$ cat config.mk
export PLATFORM = sky130hd
export DESIGN_NAME = mips_cpu_muldiv
export DESIGN_NICKNAME = d
export VERILOG_FILES = /design/src/rtl/mips_cpu_muldiv.sv
export SDC_FILE = /design/constraint.sdc
export NUM_CORES = 1
export LEC_CHECK = 0
export CORE_MARGIN = 4
export CORE_UTILIZATION = 55
export DETAILED_ROUTE_END_ITERATION = 10
export GPL_ROUTABILITY_DRIVEN = 1
export PLACE_DENSITY = 0.76
export SYNTH_ARGS = -nofsm -noshare
export SYNTH_HDL_FRONTEND = slang
export SYNTH_SLANG_ARGS = --single-unit
$ cat constraint.sdc
create_clock -name clk -period 3.8 [get_ports clk]
set_input_delay 0.38 -clock clk [delete_from_list [all_inputs] [get_ports clk]]
set_output_delay 0.38 -clock clk [all_outputs]
set_load 0.01 [all_outputs]
$ cat src/rtl/mips_cpu_muldiv.sv
// mips_cpu_muldiv: iterative multiply/divide unit that owns the HI/LO registers.
//
// Executes MULT/MULTU (radix-2 shift-add) and DIV/DIVU (restoring, one quotient bit
// per cycle) over 32 CALC cycles, followed by one FIX cycle for sign correction.
// MTHI/MTLO write HI/LO directly when the unit is idle.
//
// Ports:
//   clk    in   rising-edge clock
//   rst_n  in   synchronous active-low reset
//   start  in   issue request, sampled only while busy=0
//   op     in   0 MULT, 1 MULTU, 2 DIV, 3 DIVU, 4 MTHI, 5 MTLO, 6-7 no-op
//   a      in   rs operand (multiplicand/dividend, MTHI/MTLO source)
//   b      in   rt operand (multiplier/divisor)
//   busy   out  high while a MULT/DIV is in progress (33 cycles)
//   done   out  one-cycle pulse when HI/LO have just been written by MULT/DIV
//   hi/lo  out  architectural HI/LO registers
module mips_cpu_muldiv (
    input  logic        clk,
    input  logic        rst_n,
    input  logic        start,
    input  logic [2:0]  op,
    input  logic [31:0] a,
    input  logic [31:0] b,
    output logic        busy,
    output logic        done,
    output logic [31:0] hi,
    output logic [31:0] lo
);

    typedef enum logic [1:0] {StIdle, StCalc, StFix} state_e;

    state_e      state_q, state_d;
    logic [4:0]  cnt_q, cnt_d;
    logic        is_div_q, is_div_d;
    logic        neg_q, neg_d;         // product / quotient must be negated
    logic        rem_neg_q, rem_neg_d; // remainder takes the dividend's sign
    logic        div0_q, div0_d;
    logic [31:0] a_q, a_d;             // original dividend, returned on divide by zero
    logic [31:0] mcand_q, mcand_d;     // multiplicand or divisor magnitude
    logic [31:0] acc_hi_q, acc_hi_d;   // partial product high / partial remainder
    logic [31:0] acc_lo_q, acc_lo_d;   // multiplier bits / dividend bits -> quotient
    logic        done_q, done_d;
    logic [31:0] hi_q, hi_d;
    logic [31:0] lo_q, lo_d;

    logic        a_neg, b_neg;
    logic [31:0] mag_a, mag_b;
    logic [32:0] mul_sum;
    logic [32:0] div_shift, div_diff;
    logic [63:0] prod, prod_neg;

    // Signed ops (op[0]=0) work on magnitudes; |0x80000000| stays 0x80000000.
    assign a_neg = ~op[0] & a[31];
    assign b_neg = ~op[0] & b[31];
    assign mag_a = a_neg ? (~a + 32'd1) : a;
    assign mag_b = b_neg ? (~b + 32'd1) : b;

    assign mul_sum   = {1'b0, acc_hi_q} + (acc_lo_q[0] ? {1'b0, mcand_q} : 33'd0);
    assign div_shift = {acc_hi_q, acc_lo_q[31]};
    assign div_diff  = div_shift - {1'b0, mcand_q};

    assign prod     = {acc_hi_q, acc_lo_q};
    assign prod_neg = ~prod + 64'd1;

    always_comb begin
        state_d   = state_q;
        cnt_d     = cnt_q;
        is_div_d  = is_div_q;
        neg_d     = neg_q;
        rem_neg_d = rem_neg_q;
        div0_d    = div0_q;
        a_d       = a_q;
        mcand_d   = mcand_q;
        acc_hi_d  = acc_hi_q;
        acc_lo_d  = acc_lo_q;
        done_d    = 1'b0;
        hi_d      = hi_q;
        lo_d      = lo_q;

        case (state_q)
            StIdle: begin
                if (start) begin
                    case (op)
                        3'd0, 3'd1, 3'd2, 3'd3: begin
                            state_d   = StCalc;
                            cnt_d     = 5'd0;
                            is_div_d  = op[1];
                            neg_d     = a_neg ^ b_neg;
                            rem_neg_d = a_neg;
                            div0_d    = op[1] & (b == 32'd0);
                            a_d       = a;
                            acc_hi_d  = 32'd0;
                            if (op[1]) begin
                                acc_lo_d = mag_a;
                                mcand_d  = mag_b;
                            end else begin
                                acc_lo_d = mag_b;
                                mcand_d  = mag_a;
                            end
                        end
                        3'd4:    hi_d = a;
                        3'd5:    lo_d = a;
                        default: ;
                    endcase
                end
            end
            StCalc: begin
                if (is_div_q) begin
                    // Restoring step: keep the difference only if it did not go negative.
                    if (!div_diff[32]) begin
                        acc_hi_d = div_diff[31:0];
                        acc_lo_d = {acc_lo_q[30:0], 1'b1};
                    end else begin
                        acc_hi_d = div_shift[31:0];
                        acc_lo_d = {acc_lo_q[30:0], 1'b0};
                    end
                end else begin
                    {acc_hi_d, acc_lo_d} = {mul_sum, acc_lo_q[31:1]};
                end
                cnt_d = cnt_q + 5'd1;
                if (cnt_q == 5'd31) begin
                    state_d = StFix;
                end
            end
            StFix: begin
                state_d = StIdle;
                done_d  = 1'b1;
                if (div0_q) begin
                    hi_d = a_q;
                    lo_d = 32'hFFFF_FFFF;
                end else if (is_div_q) begin
                    lo_d = neg_q     ? (~acc_lo_q + 32'd1) : acc_lo_q;
                    hi_d = rem_neg_q ? (~acc_hi_q + 32'd1) : acc_hi_q;
                end else begin
                    {hi_d, lo_d} = neg_q ? prod_neg : prod;
                end
            end
            default: state_d = StIdle;
        endcase
    end

    always_ff @(posedge clk) begin
        if (!rst_n) begin
            state_q   <= StIdle;
            cnt_q     <= 5'd0;
            is_div_q  <= 1'b0;
            neg_q     <= 1'b0;
            rem_neg_q <= 1'b0;
            div0_q    <= 1'b0;
            a_q       <= 32'd0;
            mcand_q   <= 32'd0;
            acc_hi_q  <= 32'd0;
            acc_lo_q  <= 32'd0;
            done_q    <= 1'b0;
            hi_q      <= 32'd0;
            lo_q      <= 32'd0;
        end else begin
            state_q   <= state_d;
            cnt_q     <= cnt_d;
            is_div_q  <= is_div_d;
            neg_q     <= neg_d;
            rem_neg_q <= rem_neg_d;
            div0_q    <= div0_d;
            a_q       <= a_d;
            mcand_q   <= mcand_d;
            acc_hi_q  <= acc_hi_d;
            acc_lo_q  <= acc_lo_d;
            done_q    <= done_d;
            hi_q      <= hi_d;
            lo_q      <= lo_d;
        end
    end

    assign busy = (state_q != StIdle);
    assign done = done_q;
    assign hi   = hi_q;
    assign lo   = lo_q;

endmodule

==> out/metrics.csv, run 1 <==
stage,metric,value,unit
outcome,status,"finished, final reports clean",
synth,synth_warnings,0,
clocking,postCtsHoldBufs,0,
power,ir_worst_vdd,407,uV
route,antenna_left,0,
synth,netlist_top_cells_area,"dfxtp_1 (25%), a21oi_1 (6.5%), nand2_1 (6.0%)",
run,maxCapViolCount,0,
clocking,cts_resized,0,
sta,period_share,93.0,%
clocking,cts_root_buf,clkbuf_16,
floorplan,io_pins,136,
placed_design,io_buffers,135,
critical_path,rrSetupSlack,0.27,ns
placed_design,routabilityCongestion,0.977,
synth,avgSynthCellArea,7.38,sq um
sta,fin_skew,0.0186,ns
critical_path,endpoint_kind,register,
critical_path,worstSetupPathType,reg2reg,
route,vias,17900,
sta,setup_violations,0,
clocking,cts_tree,built,
placed_design,dp_cells,2670,
clocking,post_cts_buffers,0,
min_path,min_path_type,in2reg,
power,p_leak,0.00765,uW
synth,ys.flop_type,dfxtp_1,
global_route,grt_pass1_wl,98400,um
cells_and_area,fillers,2550,
critical_path,crit_required,4.24,ns
floorplan,chipHeight,180,um
cells_and_area,drive_gt1_share,9.82,%
global_route,grt_overflow,0,
synth,synthArstFlopShare,0,%
route,first_pass_iters,6,
clocking,clkTransAtPathRegs,0.07,ns
cells_and_area,post-route-util,66.6,%
route,vias_per_cell,6.60,
synth,yosysSeqAreaShare,25.2,%
critical_path,worstPathMaxFanout,10,
clocking,cts_buffer_depth,3,
min_path,hold-path-cell-count,3,
placed_design,dp_hpwl,48400,um
critical_path,r2r_start,acc_lo_q[31]$_SDFFE_PN0P_,
global_route,grt_max_degree,82,
synth,netlist_area,16200,sq um
critical_path,startpoint_type,register,
synth,synthMostInstantiatedCell,nand2_1,
sta,tightestPinTransition,1.03,ns
synth,yosys.cell_types.count,87,
cells_and_area,nets,2455,
synth,synth_edf_count,0,
cells_and_area,diodes,0,
route,drtIter0Drc,2287,
sta,rsz0062_at_grt,no,
critical_path,r2r.worst_path.cells,13,
sta,slew_headroom,31.4,%
min_path,min_to,hi[22]$_SDFFE_PN0P_,
synth,syn_nets,2333,
critical_path,critPathArrivalTime,3.97,ns
floorplan,core_area,28900,sq um
route,drc_errors,0,
clocking,htree_levels,1,
synth,netlist_top_cells_count,"nand2_1 (260), nor2_1 (212), a21oi_1 (211), dfxtp_1 (204), o21ai_0 (151)",
global_route,grt.total_usage,37.7,%
sta,final_hold_viol_count,0,
global_route,grt_pass1_vias,16900,
floorplan,die-area,32200,sq um
synth,synth_largest_area_cell,dfxtp_1,
route,wl_per_cell,23.8,um
clocking,cts_made_buffers,25,
min_path,hp-start,rst_n,
route,totalWireLength,64600,um
sta,min_period,3.53,ns
floorplan,die_width,180,um
synth,synth_top_area_share,25.2,%
synth,ys_seq_elements,204,
global_route,antenna_found_initial,0,
floorplan,rows,62,
sta,max_freq,283,MHz
critical_path,path_cells,"inv_1, ha_1, fa_1, nand2b_1, a21o_1, a21oi_1, o2111ai_1, a21oi_2, o21ai_0, nand2_1, buf_4, nor3_1, a311o_1",
critical_path,critPathSlowestCell,fa_1,
critical_path,slowest_delay,0.41,ns
power,p_per_area,341,nW/um^2
clocking,cts_sinks,204,
cells_and_area,synthToLayoutAreaGrowth,18.7,%
cells_and_area,fin_cells,2716,
critical_path,r2r-end,acc_hi_q[22]$_SDFFE_PN0P_,
floorplan,start_util,56.1,%
sta,fin_setup_tns,0,ns
sta,drv_slew,0,
synth,netlist_instances,2191,
clocking,insertion_delay,0.56,ns
-- worst max-delay path by stage --
stage	startpoint	endpoint	slack, ns
detailed placement	acc_lo_q[31]$_SDFFE_PN0P_	acc_hi_q[22]$_SDFFE_PN0P_	0.33
global placement	acc_lo_q[0]$_SDFFE_PN0P_	acc_hi_q[29]$_SDFFE_PN0P_	0.42
finish	acc_lo_q[31]$_SDFFE_PN0P_	acc_hi_q[22]$_SDFFE_PN0P_	0.27
floorplan	acc_lo_q[31]$_SDFFE_PN0P_	acc_hi_q[29]$_SDFFE_PN0P_	0.75
CTS	acc_lo_q[31]$_SDFFE_PN0P_	acc_hi_q[22]$_SDFFE_PN0P_	0.29
global route	acc_lo_q[31]$_SDFFE_PN0P_	acc_hi_q[13]$_SDFFE_PN0P_	0.04
-- power breakdown --
group | total, uW | internal, uW | leakage, uW | switching [uW]
sequential | 2340 | 2230 | 0.00166 | 111
combinational | 1590 | 612 | 0.00555 | 982
clock | 2620 | 1560 | 0.000443 | 1060
total | 6550 | 4400 | 0.00765 | 2150
-- cell type report --
type                            instances  area (sq um)  share of cell area [%]
Clock buffer                           35           733                    3.82
Sequential cell                       204          4090                    21.3
Multi-Input combinational cell       1763         11200                    58.6
Timing Repair Buffer                  257          2270                    11.8
Clock inverter                         11           156                   0.814
Tap cell                              384           480                    2.50
Inverter                               62           234                    1.22
-- logic make-up after synthesis --
group,Yosys count,synth area share [%]
and+or+nand+nor,747,21.8
adders and majority gates,72,5.66
DFF,204,25.2
xor gates and xnor gates,167,9.04
buffers and inverters,224,5.41
AOI/OAI and AO/OA,681,26.9
muxes,96,6.03
-- metrics by stage --
stage                     setup slack, ns  hold slack (ns)  total power (uW)  cell area (sq um)
after CTS                           0.290            0.340              6490              19200
after global placement              0.422            0.438              3900              18300
after global routing               0.0388            0.391              6740              19200
after floorplan                     0.751            0.432              3330              16200
after detailed placement            0.332            0.446              3910              18300
final                               0.266            0.372              6550              19200
-- sequential cells by signal, indices dropped and copies added (netlist names) --
name	cells
a_q	32
acc_hi_q	32
acc_lo_q	32
cnt_q	5
div0_q	1
done	1
hi	32
is_div_q	1
lo	32
mcand_q	32
neg_q	1
rem_neg_q	1
state_q	2
-- critical path: cells and delay by family, from the launching register on --
family / cells / cell delay, ns
flops: 1 / 0.40
compound gates: 6 / 1.56
fa+ha+maj: 2 / 0.64
simple gates: 3 / 0.48
buf+inv: 2 / 0.36
-- metal layers --
| layer | vias to the layer above | track usage, % | share of wire, % |
|---|---|---|---|
| met4 | 0 | 18.5 | 6.0 |
| met2 | 1063 | 59.6 | 44 |
| met5 | - | 0 | 0 |
| met1 | 8432 | 47.9 | 39 |
| met3 | 234 | 9.76 | 11 |
| li1 | 8188 | - | - |
-- cell usage in the layout, fill, tap and decap left out, types with 15 or more instances in the layout --
cell type	n
a211oi_1	28
a21o_1	25
a21oi_1	210
a221oi_1	38
a22oi_1	21
a31oi_1	30
and3_1	15
buf_4	121
clkbuf_16	25
clkdlybuf4s50_1	133
dfxtp_1	203
ha_1	70
inv_1	60
mux2i_1	84
nand2_1	260
nand3_1	47
nand4_1	22
nor2_1	209
nor2b_1	20
nor3_1	46
nor4_1	16
o211ai_1	30
o21ai_0	151
o31ai_1	19
or3_1	22
xnor2_1	76
xor2_1	91
Power figures use the tool's default switching activity.
==> run 2, diff against run 1 <==
--- a/config.mk
+++ b/config.mk
@@ -10,6 +10,7 @@
 export DETAILED_ROUTE_END_ITERATION = 10
 export GPL_ROUTABILITY_DRIVEN = 1
 export PLACE_DENSITY = 0.76
+export SETUP_SLACK_MARGIN = 0.2
 export SYNTH_ARGS = -nofsm -noshare
 export SYNTH_HDL_FRONTEND = slang
 export SYNTH_SLANG_ARGS = --single-unit
==> run 2 against run 1 <==
Net effect: fmax up 2.0%; count of clock-buffer cells in the layout unchanged; utilization up 0.052 points; wire length down 0.21%; global-route usage unchanged; critical path depth unchanged.
==> out/metrics.csv, run 2 (same netlist as run 1, synthesis figures left out) <==
stage,metric,value,unit,change
critical_path,r2r_start,acc_hi_q[0]$_SDFFE_PN0P_,,was acc_lo_q[31]$_SDFFE_PN0P_
cells_and_area,layout_commonest_cell,nand2_1,,unchanged
route,wl_per_cell,23.8,um,about the same
critical_path,worstSetupPathType,reg2reg,,unchanged
clocking,cts_sinks,204,,unchanged
clocking,cts_root_buf,clkbuf_16,,unchanged
sta,setup_violations,0,,unchanged
sta,rsz0062_at_grt,no,,unchanged
global_route,grt_pass1_wl,98400,um,unchanged
global_route,grt.total_usage,37.7,%,unchanged
cells_and_area,diodes,0,,unchanged
power,p_leak,0.00765,uW,about the same
clocking,cts_buffer_depth,3,,unchanged
placed_design,dp_cells,2670,,unchanged
cells_and_area,synthToLayoutAreaGrowth,18.8,%,was 18.7%
sta,fin_setup_tns,0,ns,unchanged
cells_and_area,nets,2455,,unchanged
sta,tightestPinTransition,1.03,ns,about the same
clocking,htree_levels,1,,unchanged
min_path,min_path_type,in2reg,,unchanged
placed_design,dp_hpwl,48400,um,unchanged
placed_design,io_buffers,135,,unchanged
floorplan,start_util,56.1,%,unchanged
sta,fin_skew,0.0201,ns,was 0.0186 ns
placed_design,routabilityCongestion,0.977,,unchanged
floorplan,core_area,28900,sq um,unchanged
sta,drv_slew,0,,unchanged
power,p_per_area,341,nW/um^2,about the same
critical_path,endpoint_kind,register,,unchanged
clocking,insertion_delay,0.56,ns,about the same
sta,slew_headroom,31.2,%,was 31.4%
floorplan,chipHeight,180,um,unchanged
critical_path,crit_required,4.24,ns,about the same
cells_and_area,drive_gt1_share,9.95,%,was 9.82%
route,drc_errors,0,,unchanged
global_route,grt_max_degree,82,,unchanged
floorplan,io_pins,136,,unchanged
route,vias_per_cell,6.61,,was 6.60
global_route,grt_overflow,0,,unchanged
cells_and_area,seq_area,4090,sq um,unchanged
critical_path,worstPathMaxFanout,8,,was 10
cells_and_area,multi_input_area,11300,sq um,was 11200 sq um
cells_and_area,fin_cells,2716,,unchanged
route,vias,17900,,about the same
route,drtIter0Drc,2266,,was 2287
clocking,clkTransAtPathRegs,0.07,ns,about the same
cells_and_area,layout_common_cells,"nand2_1 (260), nor2_1 (209), a21oi_1 (209), dfxtp_1 (203), o21ai_0 (151)",,"was nand2_1 (260), a21oi_1 (210), nor2_1 (209), dfxtp_1 (203), o21ai_0 (151)"
sta,min_period,3.47,ns,was 3.53 ns
cells_and_area,fillers,2549,,was 2550
floorplan,rows,62,,unchanged
route,first_pass_iters,6,,unchanged
clocking,cts_made_buffers,25,,unchanged
critical_path,critPathArrivalTime,3.91,ns,was 3.97 ns
floorplan,die_width,180,um,unchanged
floorplan,die-area,32200,sq um,unchanged
critical_path,cp-startpoint,acc_hi_q[0]$_SDFFE_PN0P_,,was acc_lo_q[31]$_SDFFE_PN0P_
global_route,antenna_found_initial,0,,unchanged
run,maxCapViolCount,0,,unchanged
route,antenna_left,0,,unchanged
sta,period_share,91.2,%,was 93.0%
power,ir_worst_vdd,405,uV,was 407 uV
route,totalWireLength,64500,um,was 64600 um
sta,max_freq,289,MHz,was 283 MHz
placed_design,pre_cts_slack,0.332,ns,unchanged
critical_path,startpoint_type,register,,unchanged
clocking,cts_tree,built,,unchanged
sta,final_hold_viol_count,0,,unchanged
min_path,hp-start,rst_n,,unchanged
cells_and_area,post-route-util,66.6,%,about the same
sta,fin_hold_ws,0.388,ns,was 0.372 ns
sta,postLayoutSetupSlackWorst,0.335,ns,was 0.266 ns
clocking,post_cts_buffers,0,,unchanged
global_route,grt_pass1_vias,16900,,unchanged
outcome,status,"finished, final reports clean",,unchanged
## run 2: cell types whose count changed in the layout (fill, tap and decap cells not counted)
cell / delta
o2111ai_1: -1
nor3_2: +1
nor3_1: -1
a21oi_1: -1
o2111ai_2: +1
a21oi_2: +1
## run 2: critical path: stages (launching register included)
cell      delay (ns)
dfxtp_1         0.50
ha_1            0.26
inv_1           0.06
fa_1            0.40
nor2b_1         0.18
o211ai_1        0.18
a21oi_1         0.27
a211o_1         0.30
a211oi_1        0.12
buf_4           0.15
o31ai_1         0.41
mux2i_1         0.27
o211ai_1        0.10
o21bai_1        0.16
## run 2: path summary, 6_finish.rpt
| path | endpoint | depth (start not counted) | slack, ns |
|---|---|---|---|
| worst max register to register | acc_hi_q[29]$_SDFFE_PN0P_ | 13 | 0.33 |
| worst min register to register | mcand_q[4]$_SDFFE_PN0P_ | 2 | 0.45 |
| worst min-delay path | hi[14]$_SDFFE_PN0P_ | 3 | 0.39 |
| worst max-delay path | acc_hi_q[29]$_SDFFE_PN0P_ | 13 | 0.33 |
## run 2: metal layers
layer	vias to the layer above	GRT usage [%]	wire (um)	share of wire, %
met4	0	18.5	3960	6.1
met1	8427	47.9	25000	39
met5	-	0	0	0
met3	236	9.76	7220	11
li1	8188	-	-	-
met2	1089	59.6	28400	44
## run 2: report_power, final
group          leakage (uW)  switching [uW]  internal (uW)
combinational       0.00555             983            613
sequential          0.00166             112           2230
clock              0.000443            1050           1560
## run 2: through the flow
stage          area, sq um  power [uW]
2_1_floorplan        16200        3330
4_1_cts              19200        6490
5_1_grt              19200        6750
3_3_place_gp         18300        3900
6_report             19200        6550
3_5_place_dp         18300        3910
## run 2: area by class of cell
class / instances / area share (%)
clock inverter: 11 / 0.814
multi-input combinational: 1763 / 58.6
inverter: 62 / 1.22
tap: 384 / 2.50
timing repair buffer: 257 / 11.8
sequential: 204 / 21.3
clock buffer: 35 / 3.81
## run 2: what timing repair did
| item | 4_1_cts | 5_1_grt |
|---|---|---|
| hold buffers | 0 | 0 |
| setup endpoints to repair | 0 | 31 |
| resized for setup | 0 | 4 |
